[src/rtl/regfile_dump_reader.sv]
// Debug-side register file dumper: walks addresses 0..NUM_REGS-1, captures each
// word and streams it MSB-first as bytes over a valid/ready interface.
module regfile_dump_reader #(
  parameter int REGISTER_DEPTH  = 5,
  parameter int REGISTER_LENGTH = 32,
  parameter int NUM_REGS        = 32
) (
  input  logic                       clk,
  input  logic                       reset,
  input  logic                       start,
  output logic [REGISTER_DEPTH-1:0]  rd_register_address,
  input  logic [REGISTER_LENGTH-1:0] rd_data,
  output logic [7:0]                 tx_data,
  output logic                       tx_valid,
  input  logic                       tx_ready,
  output logic                       busy,
  output logic                       done
);

  localparam int NBYTES = REGISTER_LENGTH / 8;
  localparam int CW     = (NBYTES > 1) ? $clog2(NBYTES) : 1;
  localparam logic [CW-1:0]             LAST_BYTE = CW'(NBYTES - 1);
  localparam logic [REGISTER_DEPTH-1:0] LAST_ADDR = REGISTER_DEPTH'(NUM_REGS - 1);

  typedef enum logic [2:0] {S_IDLE, S_ADDR, S_LOAD, S_SEND, S_DONE} state_t;

  state_t                     r_state;
  logic [REGISTER_DEPTH-1:0]  r_addr;
  logic [REGISTER_LENGTH-1:0] r_shift;
  logic [CW-1:0]              r_cnt;
  logic                       r_valid;
  logic                       r_busy;
  logic                       r_done;
  logic                       w_accept;

  assign w_accept = r_valid && tx_ready;

  // ADDR is a full cycle of stable address so a one-cycle registered read
  // path still presents valid data by the time LOAD samples it.
  always_ff @(posedge clk or posedge reset) begin
    if (reset) begin
      r_state <= S_IDLE;
      r_addr  <= '0;
      r_shift <= '0;
      r_cnt   <= '0;
      r_valid <= 1'b0;
      r_busy  <= 1'b0;
      r_done  <= 1'b0;
    end else begin
      r_done <= 1'b0;
      unique case (r_state)
        S_IDLE: if (start) begin
          r_state <= S_ADDR;
          r_addr  <= '0;
          r_busy  <= 1'b1;
        end
        S_ADDR: r_state <= S_LOAD;
        S_LOAD: begin
          r_shift <= rd_data;
          r_cnt   <= '0;
          r_valid <= 1'b1;
          r_state <= S_SEND;
        end
        S_SEND: if (w_accept) begin
          r_shift <= r_shift << 8;
          r_cnt   <= r_cnt + 1'b1;
          if (r_cnt == LAST_BYTE) begin
            r_valid <= 1'b0;
            if (r_addr == LAST_ADDR) begin
              r_state <= S_DONE;
              r_done  <= 1'b1;
            end else begin
              r_addr  <= r_addr + 1'b1;
              r_state <= S_ADDR;
            end
          end
        end
        S_DONE: begin
          r_busy  <= 1'b0;
          r_state <= S_IDLE;
        end
        default: r_state <= S_IDLE;
      endcase
    end
  end

  assign rd_register_address = r_addr;
  assign tx_data             = r_shift[REGISTER_LENGTH-1 -: 8];
  assign tx_valid            = r_valid;
  assign busy                = r_busy;
  assign done                = r_done;

endmodule

[config.mk]
export PLATFORM = sky130hd
export DESIGN_NAME = regfile_dump_reader
export DESIGN_NICKNAME = d
export VERILOG_FILES = /design/src/rtl/regfile_dump_reader.sv
export SDC_FILE = /design/constraint.sdc
export NUM_CORES = 1
export LEC_CHECK = 0
export ABC_AREA = 1
export CAP_MARGIN = 20
export CORE_MARGIN = 3
export CORE_UTILIZATION = 40
export DETAILED_ROUTE_END_ITERATION = 16
export PLACE_DENSITY = 0.63
export SLEW_MARGIN = 0
export SYNTH_ARGS = -nofsm -noshare
export SYNTH_HDL_FRONTEND = slang
export SYNTH_SLANG_ARGS = --single-unit
[constraint.sdc]
create_clock -name clk -period 2.6 [get_ports clk]
set_input_delay 0.26 -clock clk [delete_from_list [all_inputs] [get_ports clk]]
set_output_delay 0.26 -clock clk [all_outputs]
set_load 0.01 [all_outputs]
==> results_dict.tcl, run 1 <==
set metrics [dict create \
    areaGrowthSynthToFinish_pct 25.2 \
    critPathCapture "r_shift[23]" \
    timing.rr.start "r_state[0]" \
    min_path_type "in -> async" \
    fin_crit_ps 1980 \
    vias 1794 \
    grt_usage_pct 14.7 \
    slew_viol_final 0 \
    place_area_um2 2690 \
    worst-r2r-cell-count 7 \
    clock_latency_ps 280 \
    via_per_inst 4.56 \
    endpoint_kind "register" \
    period_share_pct 76.1 \
    status "finished clean" \
    netlist_area_um2 2210 \
    cp.arrival_ps 2120 \
    max_freq_mhz 506 \
    numCtsBuffers 5 \
    synthArstFlopShare_pct 100 \
    place_ws_ps 560 \
    synthCells 282 \
    core_um2 5240 \
    max-slew-margin-rel_pct 51.6 \
    row_count 26 \
    post_synth_and_or_nand_nor_area_fraction_pct 22.6 \
    synthAdderAreaFrac_pct 1.70 \
    synth_compound_area_share_pct 13.0 \
    worst_r2r_endpoint "r_shift[23]" \
    power_density_nw_per_um2 1020 \
    yosysSeqAreaShare_pct 50.9 \
    cts_max_level 2 \
    cp-startpoint "r_state[0]" \
    grt_max_degree 56 \
    synth_area_per_cell_um2 7.85 \
    wl_per_cell_um 10.8 \
    start_util_pct 42.3 \
    totalPowerFinal_mw 2.83 \
    rsz0062_at_grt "no" \
    first_pass_iters 4 \
    p_sw_mw 1.15 \
    dp_hpwl_um 3010 \
    final-hold-violation-count 0 \
    cts_tree "built" \
    drive_gt1_share_pct 4.33 \
    p_int_mw 1.67 \
    setup_viol 0 \
    die-area_um2 6460 \
    antenna_found_initial 0 \
    ctsResizeCount 0 \
    yosysWarnings 0 \
    antenna_cells 0 \
    post-cts-setup-buffers 0 \
    clock-sinks 45 \
    leakagePower_nw 1.31 \
    clockBufferDepth 2 \
    path_clk_slew_ps 80 \
    drtAntennaViolNets 0 \
    synthXorXnorAreaFrac_pct 0 \
    die_h_um 80.4 \
    syn_nets 321 \
    routed_wl_um 4260 \
    cp_max_fo 48 \
    worst_slack_ps 622 \
    portBuffers 51 \
    start_kind "register" \
    grt_pass1_wl_um 7420 \
    fin_area_um2 2770 \
    required_ps 2740 \
    r2r_slack_ps 620 \
    tns_ps 0 \
    clock_skew_ps 7.44 \
    drtIter0Drc 87 \
    ys.flop_type "dfrtp_1" \
    worst_pin_slew_ps 725 \
    combinationalPowerShare_pct 47.4 \
    ys_ff_latch 45 \
    synth-edff-count 0 \
    final_nets 361 \
    crit_type "reg -> reg" \
    grt-ovfl-total 0 \
    switching_share_pct 40.9 \
    hold_slack_ps 421 \
    synth_top_family_by_area "simple AND/OR/NAND/NOR gates" \
    clkPwrFrac_pct 14.0 \
    synth.distinct_cells 19 \
    synth_mux_area_share_pct 0 \
    root_buffer "clkbuf_8" \
    ir_drop_mv 0.406 \
    power_frac_seq_pct 38.6 \
    drc 0 \
    place.gp.congestion 0.723 \
    holdBufCountCts 0 \
    ioPinCount 52 \
    maxCapViolations 0 \
    die_x_um 80.4 \
    grt_pass1_vias 1677 \
]
-- registers in the layout, summed over array words and instances (netlist names) --
| signal | count |
|---|---|
| tx_valid | 1 |
| r_shift | 32 |
| rd_register_address | 5 |
| busy | 1 |
| r_cnt | 2 |
| r_state | 3 |
| done | 1 |
-- kinds of logic after synthesis --
family	Yosys count
AND/OR/NAND/NOR	125
AO/OA/AOI/OAI	57
adder cells (fa/ha/maj)	3
buffers and inverters	52
flip-flops	45
-- routing by layer --
| metal | up-vias | global-route usage, % | routed length [um] |
|---|---|---|---|
| li1 | 959 | - | - |
| met5 | - | 0 | 0 |
| met4 | 0 | 4.05 | 45 |
| met1 | 792 | 19.8 | 2090 |
| met2 | 41 | 23.6 | 1920 |
| met3 | 2 | 3.36 | 204 |
-- cells in the mapped netlist, types with 3 or more instances --
master / instances / share of area [%]
o21ai_1: 33 / 7.5
nand3_1: 8 / 1.8
nand2_1: 97 / 16
buf_4: 9 / 3.1
inv_1: 30 / 5.1
buf_6: 3 / 1.5
dfrtp_1: 45 / 51
o21ai_0: 21 / 4.7
nor2_1: 14 / 2.4
ha_1: 3 / 1.7
buf_2: 8 / 1.8
-- placed cells by master (no fill, tap or decap), drive strengths merged --
master / count
nand2: 98
a21oi: 2
dfrtp: 45
o21ai: 54
clkbuf: 8
nor3b: 1
clkdlybuf4s50: 51
nor2: 16
inv: 32
nand4: 2
buf: 2
nand3: 8
o31ai: 1
ha: 3
-- worst max-delay path, cell delays in order, from the launching register on --
cell	delay [ps]
dfrtp_1	440
inv_1	70
nand2_2	160
nor2_4	100
nor2_2	400
inv_2	410
nand2_1	150
o21ai_1	80
-- power groups by stage --
stage          clock network [mW]  registers [mW]  logic (mW)
2_1_floorplan                   0            1.09        1.11
3_3_place_gp                    0            1.10        1.33
3_5_place_dp                    0            1.11        1.36
4_1_cts                     0.415            1.09        1.36
5_1_grt                     0.445            1.12        1.57
6_report                    0.397            1.09        1.34
-- area by class of cell --
| cell class | instances | area (um2) |
|---|---|---|
| clock buffer | 8 | 80.1 |
| fill | 533 | 2470 |
| inverter | 32 | 120 |
| multi-input combinational | 185 | 831 |
| sequential | 45 | 1130 |
| tap | 70 | 87.6 |
| timing repair buffer | 53 | 526 |
-- worst min-delay path by stage --
stage / endpoint / slack [ps] / cells past startpoint
2_1_floorplan: r_shift[0] / 390 / 2
3_5_place_dp: r_shift[28] / 470 / 2
5_1_grt: busy / 480 / 3
4_1_cts: busy / 450 / 3
3_3_place_gp: r_shift[28] / 470 / 2
6_report: busy / 420 / 3
-- metrics by stage --
stage                     instances  util (%)
after floorplan                 282         -
after global placement          385      51.4
after global routing            393      52.9
after CTS                       393      52.9
final                           393      52.9
after detailed placement        385      51.4
Power figures use the tool's default switching activity.
==> run 2, diff against run 1 <==
==> constraint.sdc (replaced) <==
create_clock -name clk -period 1.95 [get_ports clk]
set_input_delay 0.195 -clock clk [delete_from_list [all_inputs] [get_ports clk]]
set_output_delay 0.195 -clock clk [all_outputs]
set_load 0.01 [all_outputs]
==> results_dict.tcl, run 2 (synthesis gave the netlist of run 1 again) <==
set metrics [dict create \
    grt_usage_pct 14.9 \
    fin_util_pct 54.1 \
    power_density_nw_per_um2 1430 \
    antenna_cells 0 \
    clockBufferDepth 2 \
    portBuffers 51 \
    place_area_um2 2710 \
    ctsResizeCount 0 \
    first_pass_iters 4 \
    drive_gt1_share_pct 5.86 \
    holdBufCountCts 0 \
    path_clk_slew_ps 80 \
    worst-r2r-cell-count 9 \
    vias 1806 \
    cp.arrival_ps 1950 \
    slew_viol_final 0 \
    start_util_pct 42.3 \
    fin_area_um2 2830 \
    grt_max_degree 56 \
    root_buffer "clkbuf_8" \
    r2r_slack_ps 240 \
    final_common_cell "nand2_1" \
    ioPinCount 52 \
    cp_max_fo 5 \
    totalPowerFinal_mw 4.05 \
    ir_drop_mv 0.489 \
    period_share_pct 87.6 \
    drtIter0Drc 147 \
    drc 0 \
    placed_cells 386 \
    numCtsBuffers 5 \
    crit_type "reg -> reg" \
    final-hold-violation-count 0 \
    tns_ps 0 \
    grt_pass1_vias 1715 \
    largest_reg_flops 32 \
    rsz0062_at_grt "no" \
    clock_skew_ps 5.06 \
    worst_pin_slew_ps 561 \
    post-cts-setup-buffers 0 \
    fin_crit_ps 1710 \
    wl_per_cell_um 11.2 \
    die-area_um2 6460 \
    drtAntennaViolNets 0 \
    max-slew-margin-rel_pct 62.6 \
    clock_latency_ps 290 \
    maxCapViolations 0 \
    antenna_found_initial 0 \
    cts_max_level 2 \
    core_um2 5240 \
    start_kind "register" \
    final_cells 394 \
    final_nets 362 \
    final_cell_mix "nand2_1, clkdlybuf4s50_1, dfrtp_1" \
    timing.rr.start "rd_register_address[0]" \
    cp-startpoint "rd_register_address[0]" \
    clock-sinks 45 \
    via_per_inst 4.58 \
    endpoint_kind "register" \
    routed_wl_um 4420 \
    required_ps 2190 \
    dp_hpwl_um 3060 \
    cts_tree "built" \
    leakagePower_nw 1.34 \
    die_x_um 80.4 \
    worst_r2r_endpoint "rd_register_address[4]" \
    min_path_type "in -> async" \
    areaGrowthSynthToFinish_pct 28.0 \
    grt_pass1_wl_um 7610 \
    die_h_um 80.4 \
    max_freq_mhz 585 \
    largest_register "r_shift" \
    row_count 26 \
    status "finished clean" \
    grt-ovfl-total 0 \
    setup_viol 0 \
    place.gp.congestion 0.732 \
]
==> run 2: cell count changes in the layout (fill, tap and decap cells not counted), sizes merged <==
cell      delta
buf          +1
bufinv       +1
clkbuf       -3
clkinv       +1
clkinvlp     +1
==> run 2: worst max path at each step <==
| stage | endpoint | slack (ps) | cells after the start |
|---|---|---|---|
| after CTS | r_shift[16] | 110 | 8 |
| after floorplan | rd_register_address[0] | 370 | 9 |
| final | rd_register_address[4] | 240 | 9 |
| after detailed placement | r_shift[18] | 130 | 8 |
| after global placement | r_shift[11] | 200 | 8 |
| after global routing | rd_register_address[1] | 70 | 9 |
==> run 2: through the flow <==
stage	hold WS [ps]	worst slack (ps)
floorplan	322	374
global placement	466	200
detailed placement	471	130
CTS	365	107
global route	422	65.7
finish	351	242
==> run 2: report_power, final <==
| group | switching, mW | internal (mW) |
|---|---|---|
| logic | 1.15 | 0.737 |
| registers | 0.167 | 1.29 |
| clock network | 0.322 | 0.384 |
| total | 1.64 | 2.41 |
==> run 2: critical path: stages (launching register included) <==
cell	delay [ps]
dfrtp_1	440
ha_1	230
nand2_1	80
nor2_1	40
ha_1	190
o21ai_0	170
nand2_1	100
nor2_2	220
nand3_1	120
nand2_1	70
==> run 2: layout make-up <==
type                    instances  area, um2
repair buffers                 54        546
well taps                      70       87.6
clock buffers                   5       68.8
fillers                       519       2400
multi-input cells             185        838
flip-flops and latches         45       1130
clock inverters                 3       46.3
inverters                      32        120
==> run 2: layer usage <==
layer  GRT usage (%)  up-vias  share of wire, %
met5               0        -                 0
met4            4.05        0              0.90
met3            3.25        4               4.8
met2            23.8       48                45
met1            20.4      792                50
li1                -      962                 -
==> variant 1 (config.mk and constraints of run 2) <==
Encoding of `state_t`: now one-hot (5 bits for 5 states).
--- a/src/rtl/regfile_dump_reader.sv
+++ b/src/rtl/regfile_dump_reader.sv
@@ -23,5 +23,5 @@
   localparam logic [REGISTER_DEPTH-1:0] LAST_ADDR = REGISTER_DEPTH'(NUM_REGS - 1);
 
-  typedef enum logic [2:0] {S_IDLE, S_ADDR, S_LOAD, S_SEND, S_DONE} state_t;
+  typedef enum logic [4:0] {S_IDLE = 5'b00001, S_ADDR = 5'b00010, S_LOAD = 5'b00100, S_SEND = 5'b01000, S_DONE = 5'b10000} state_t;
 
   state_t                     r_state;
Behaviour: no difference found for any inputs over 10 cycles, from zero or initial values and one cycle with reset high; not proved beyond that.
==> variant 1 against run 2 <==
  * Wire length rose by 5.3%
  * Sequential cell count rose by 2
  * Sequential power is 3% higher
  * Final area grew 5.0%
  * Synthesized area up 7.6%
  * Critical endpoint is now rd_register_address[3]
  * Power fell by 20%
  * Worst setup slack better by 0.026 ns
  * Largest cell class unchanged
  * Largest power group is now registers
  * Critical path type unchanged
  * Sequential share of layout area shrank 0.18 points
==> variant 1: results (changes against run 2) <==
Max-Slew Margin vs Limit=75.22% (+13 points); count of cell types in the netlist=22 (+3); Met2 Routed Length=2.139 mm (+8.2%); Filler cells=526 (+1.3%); number of global-route vias before repair=1815 (+5.8%); Iter 0 DRT Violations=84 (-43%); RR Endpoint=rd_register_address[3]; vias per cell=4.715 (+2.9%); CP arrival=1.88 ns (-0.07 ns); Synth top cells by count=78 x nand2_1, 46 x dfrtp_1, 40 x o21ai_1; non-filler cells, final=404 (+2.5%); post-route minimum period=1.683 ns (-0.02561 ns); M1 WL=2.249 mm (+2.8%); Placed Instance Area=0.002888 mm² (+6.6%); DRT Wirelength=4.656 mm (+5.3%); Post-Syn Nets=331 (+3.1%); met3 wire length=206 µm (-3.7%); GRT Overall Usage=14.21% (-0.69 points); Synth area leaders=dfrtp_1 48%, nand2_1 12%, o21ai_1 8.4%; Power Internal=2.149 mW (-11%); P_leak=1.429 nW (+7.0%); Final HPWL DP=3.283 mm (+7.4%); Seq/Total Area, Yosys=49.42% (-1.5 points); routability congestion estimate=0.8220 (+12%); Max FO, Critical Path=6 (+1); worst vdd ir=0.0005305 V (+8.6%); largest net degree at the start of global routing=57 (+1.8%); Clock Skew=0.004892 ns (-0.0001677 ns); status=finished, final reports clean; share of cells above drive strength 1=6.627% (+0.76 points)
[variant 1: layer usage]
| metal | track usage (%) | vias up |
|---|---|---|
| met5 | 0 | - |
| met4 | 4.012 | 0 |
| met3 | 4.067 | 5 |
| met2 | 23.32 | 38 |
| met1 | 18.30 | 854 |
| li1 | - | 1008 |
[variant 1: kinds of logic (layout without fill, tap and decap cells)]
logic type                 Yosys count  in the layout  synth area share (%)
DFF                                 47             47                 49.42
xor gates and xnor gates             1              1                0.3677
adders and majority gates            4              4                 2.101
buffers and inverters               61            102                 13.13
AOI/OAI and AO/OA                   51             51                 10.71
and+or+nand+nor                    127            127                 24.26
[variant 1: area by class of cell]
class	count	area share, %
inverters	38	4.794
well taps	72	3.028
clock buffers	6	2.775
flip-flops and latches	47	39.57
repair buffers	57	19.51
multi-input cells	183	30.15
clock inverters	1	0.1682
[variant 1: critical path: stages, from the launching register on]
cell,delay [ns]
dfrtp_1,0.43
ha_1,0.24
nand2_1,0.07
nor2_1,0.05
ha_1,0.17
inv_1,0.05
nand4_1,0.11
nand2_1,0.16
nand3_2,0.15
nand2_1,0.10
nand2_1,0.05
[variant 1: power by group through the flow]
stage                     registers (mW)  clock network [mW]  logic (mW)
final                               1.50               0.603        1.14
after global placement              1.51                   0        1.13
after floorplan                     1.50                   0       0.878
after global routing                1.55               0.659        1.30
after CTS                           1.50               0.617        1.16
after detailed placement            1.53                   0        1.15
[variant 1: stage by stage]
step / util (%) / hold WS [ns]
detailed placement: 51.19 / 0.4991
floorplan: - / 0.3419
global placement: 51.19 / 0.4918
CTS: 52.74 / 0.1932
global route: 52.74 / 0.2224
finish: 52.74 / 0.1796
==> variant 2 (settings of run 2) <==
Without the edit above. Change the parameter `REGISTER_DEPTH` from 5 to 4.
--- a/src/rtl/regfile_dump_reader.sv
+++ b/src/rtl/regfile_dump_reader.sv
@@ -2,5 +2,5 @@
 // word and streams it MSB-first as bytes over a valid/ready interface.
 module regfile_dump_reader #(
-  parameter int REGISTER_DEPTH  = 5,
+  parameter int REGISTER_DEPTH  = 4,
   parameter int REGISTER_LENGTH = 32,
   parameter int NUM_REGS        = 32
Interface: changed (resized rd_register_address); port bits go from 52 to 51. The function was not compared with the original's and may differ.
==> variant 2 against run 2 <==
  * Largest cell class unchanged
  * Final area decreased by 2.1%
  * Wire length down 0.18%
  * Non-clock buffer count up 2
  * Synthesized area fell by 2.1%
  * Die area down 2.0%
  * Clock skew decreased by 0.0028 ns
  * Count of clock-buffer cells in the layout grew 3
  * Sequential share of layout area about the same
  * Critical path depth decreased by 2
  * Synthesized cell count decreased by 3.2%
  * Final cell count decreased by 1.5%
  * Worst setup slack improved by 0.22 ns
  * Sequential cell count decreased by 1
  * Power fell by 5.7%
==> variant 2: results (changes against run 2) <==
status=finished, final reports clean; antenna fix cells=0 (unchanged); GRT Overall Usage=15.17% (+0.27 points); Placed Instance Area=0.002683 mm² (-1.0%); Synth Area in Compound Gates=12.36% (-0.64 points); CP max stage cell=dfrtp_1; Clock Skew=0.002242 ns (-0.002818 ns); fin. max-slew vios=0 (unchanged); Met2 Routed Length=1.815 mm (-8.1%); non-filler cells, final=388 (-1.5%); routability congestion estimate=0.8043 (+9.8%); Seq/Total Area, Yosys=50.84% (about the same); Iter 0 DRT Violations=98 (-33%); worst r2r src=r_state[0]; P_leak=1.345 nW (+0.77%); Nets=355 (-1.9%); CP arrival=1.71 ns (-0.24 ns); Synth area leaders=dfrtp_1 51%, nand2_1 15%, o21ai_0 10%; Clock Power Share=15.3% (-2.1 points); Max FO, Critical Path=17 (+12); RR Endpoint=r_shift[20]; Clk pin slew, worst setup/hold paths=0.08 ns (about the same); xor and xnor fraction of the mapped netlist area=0.8088% (+0.81 points); cts bufs inserted=5 (unchanged); R2R depth=7 (-2); placed cells=380 (-1.6%); f_max=670.0 MHz (+14%); M1 GR Usage=20.61% (+0.18 points); Port-buffer cells=50 (-2.0%); Max-Slew Margin vs Limit=61.95% (-0.67 points); met3 wire length=245 µm (+14%); first-pass GRT wire length=7.507 mm (-1.4%); Syn Inst Count=273 (-3.2%); Filler cells=498 (-4.0%); worst vdd ir=0.0005145 V (+5.3%); worst reg-to-reg setup slack=0.46 ns (+0.22 ns); M2 GR Usage=23.46% (-0.30 points); count of cell types in the netlist=21 (+2); drt pass-1 iters=4 (unchanged); largest net degree at the start of global routing=45 (-20%); H-tree depth=2 (unchanged); sequential power share=37.3% (+1.3 points); Hold WS=0.3529 ns (+0.001485 ns); multi-input logic area=800.8 µm² (-4.5%); routing usage on met3=3.950% (+0.70 points); sw power=1.523 mW (-6.9%); DR WL/cell=11.37 µm (+1.4%); Synth top cells by count=89 x nand2_1, 44 x dfrtp_1, 44 x o21ai_0; share of cells above drive strength 1=6.604% (+0.74 points); CTS Hold Buffers Added=0 (unchanged); clk pwr=583 µW (-17%); Post-Syn Nets=311 (-3.1%); vias=1713 (-5.1%); Adder-Cell Fraction of Synth Area=1.155% (-0.54 points); M1 WL=2.287 mm (+4.5%); Final HPWL DP=3.019 mm (-1.2%); Synth warnings=0 (unchanged)
variant 2: worst max-delay path, delay by kind of cell (launching register included):
family | cells | cell delay [ns]
flip-flops | 1 | 0.44
buffers and inverters | 1 | 0.25
AND/OR/NAND/NOR | 5 | 0.66
AO/OA/AOI/OAI | 1 | 0.07
variant 2: area by class of cell:
class,instances,share of cell area [%]
multi-input cells,174,28.88
well taps,70,3.159
inverters,36,4.874
clock buffers,8,3.249
flip-flops and latches,44,39.71
repair buffers,56,20.13
variant 2: worst max-delay path by stage:
stage                           startpoint                endpoint  depth (start not counted)
floorplan                       r_state[2]             r_shift[26]                          8
global placement                  tx_ready  rd_register_address[2]                          6
detailed placement                tx_ready             r_shift[20]                          6
CTS                 rd_register_address[2]  rd_register_address[2]                          1
global route                    r_state[2]             r_shift[21]                          6
finish                          r_state[0]             r_shift[20]                          7
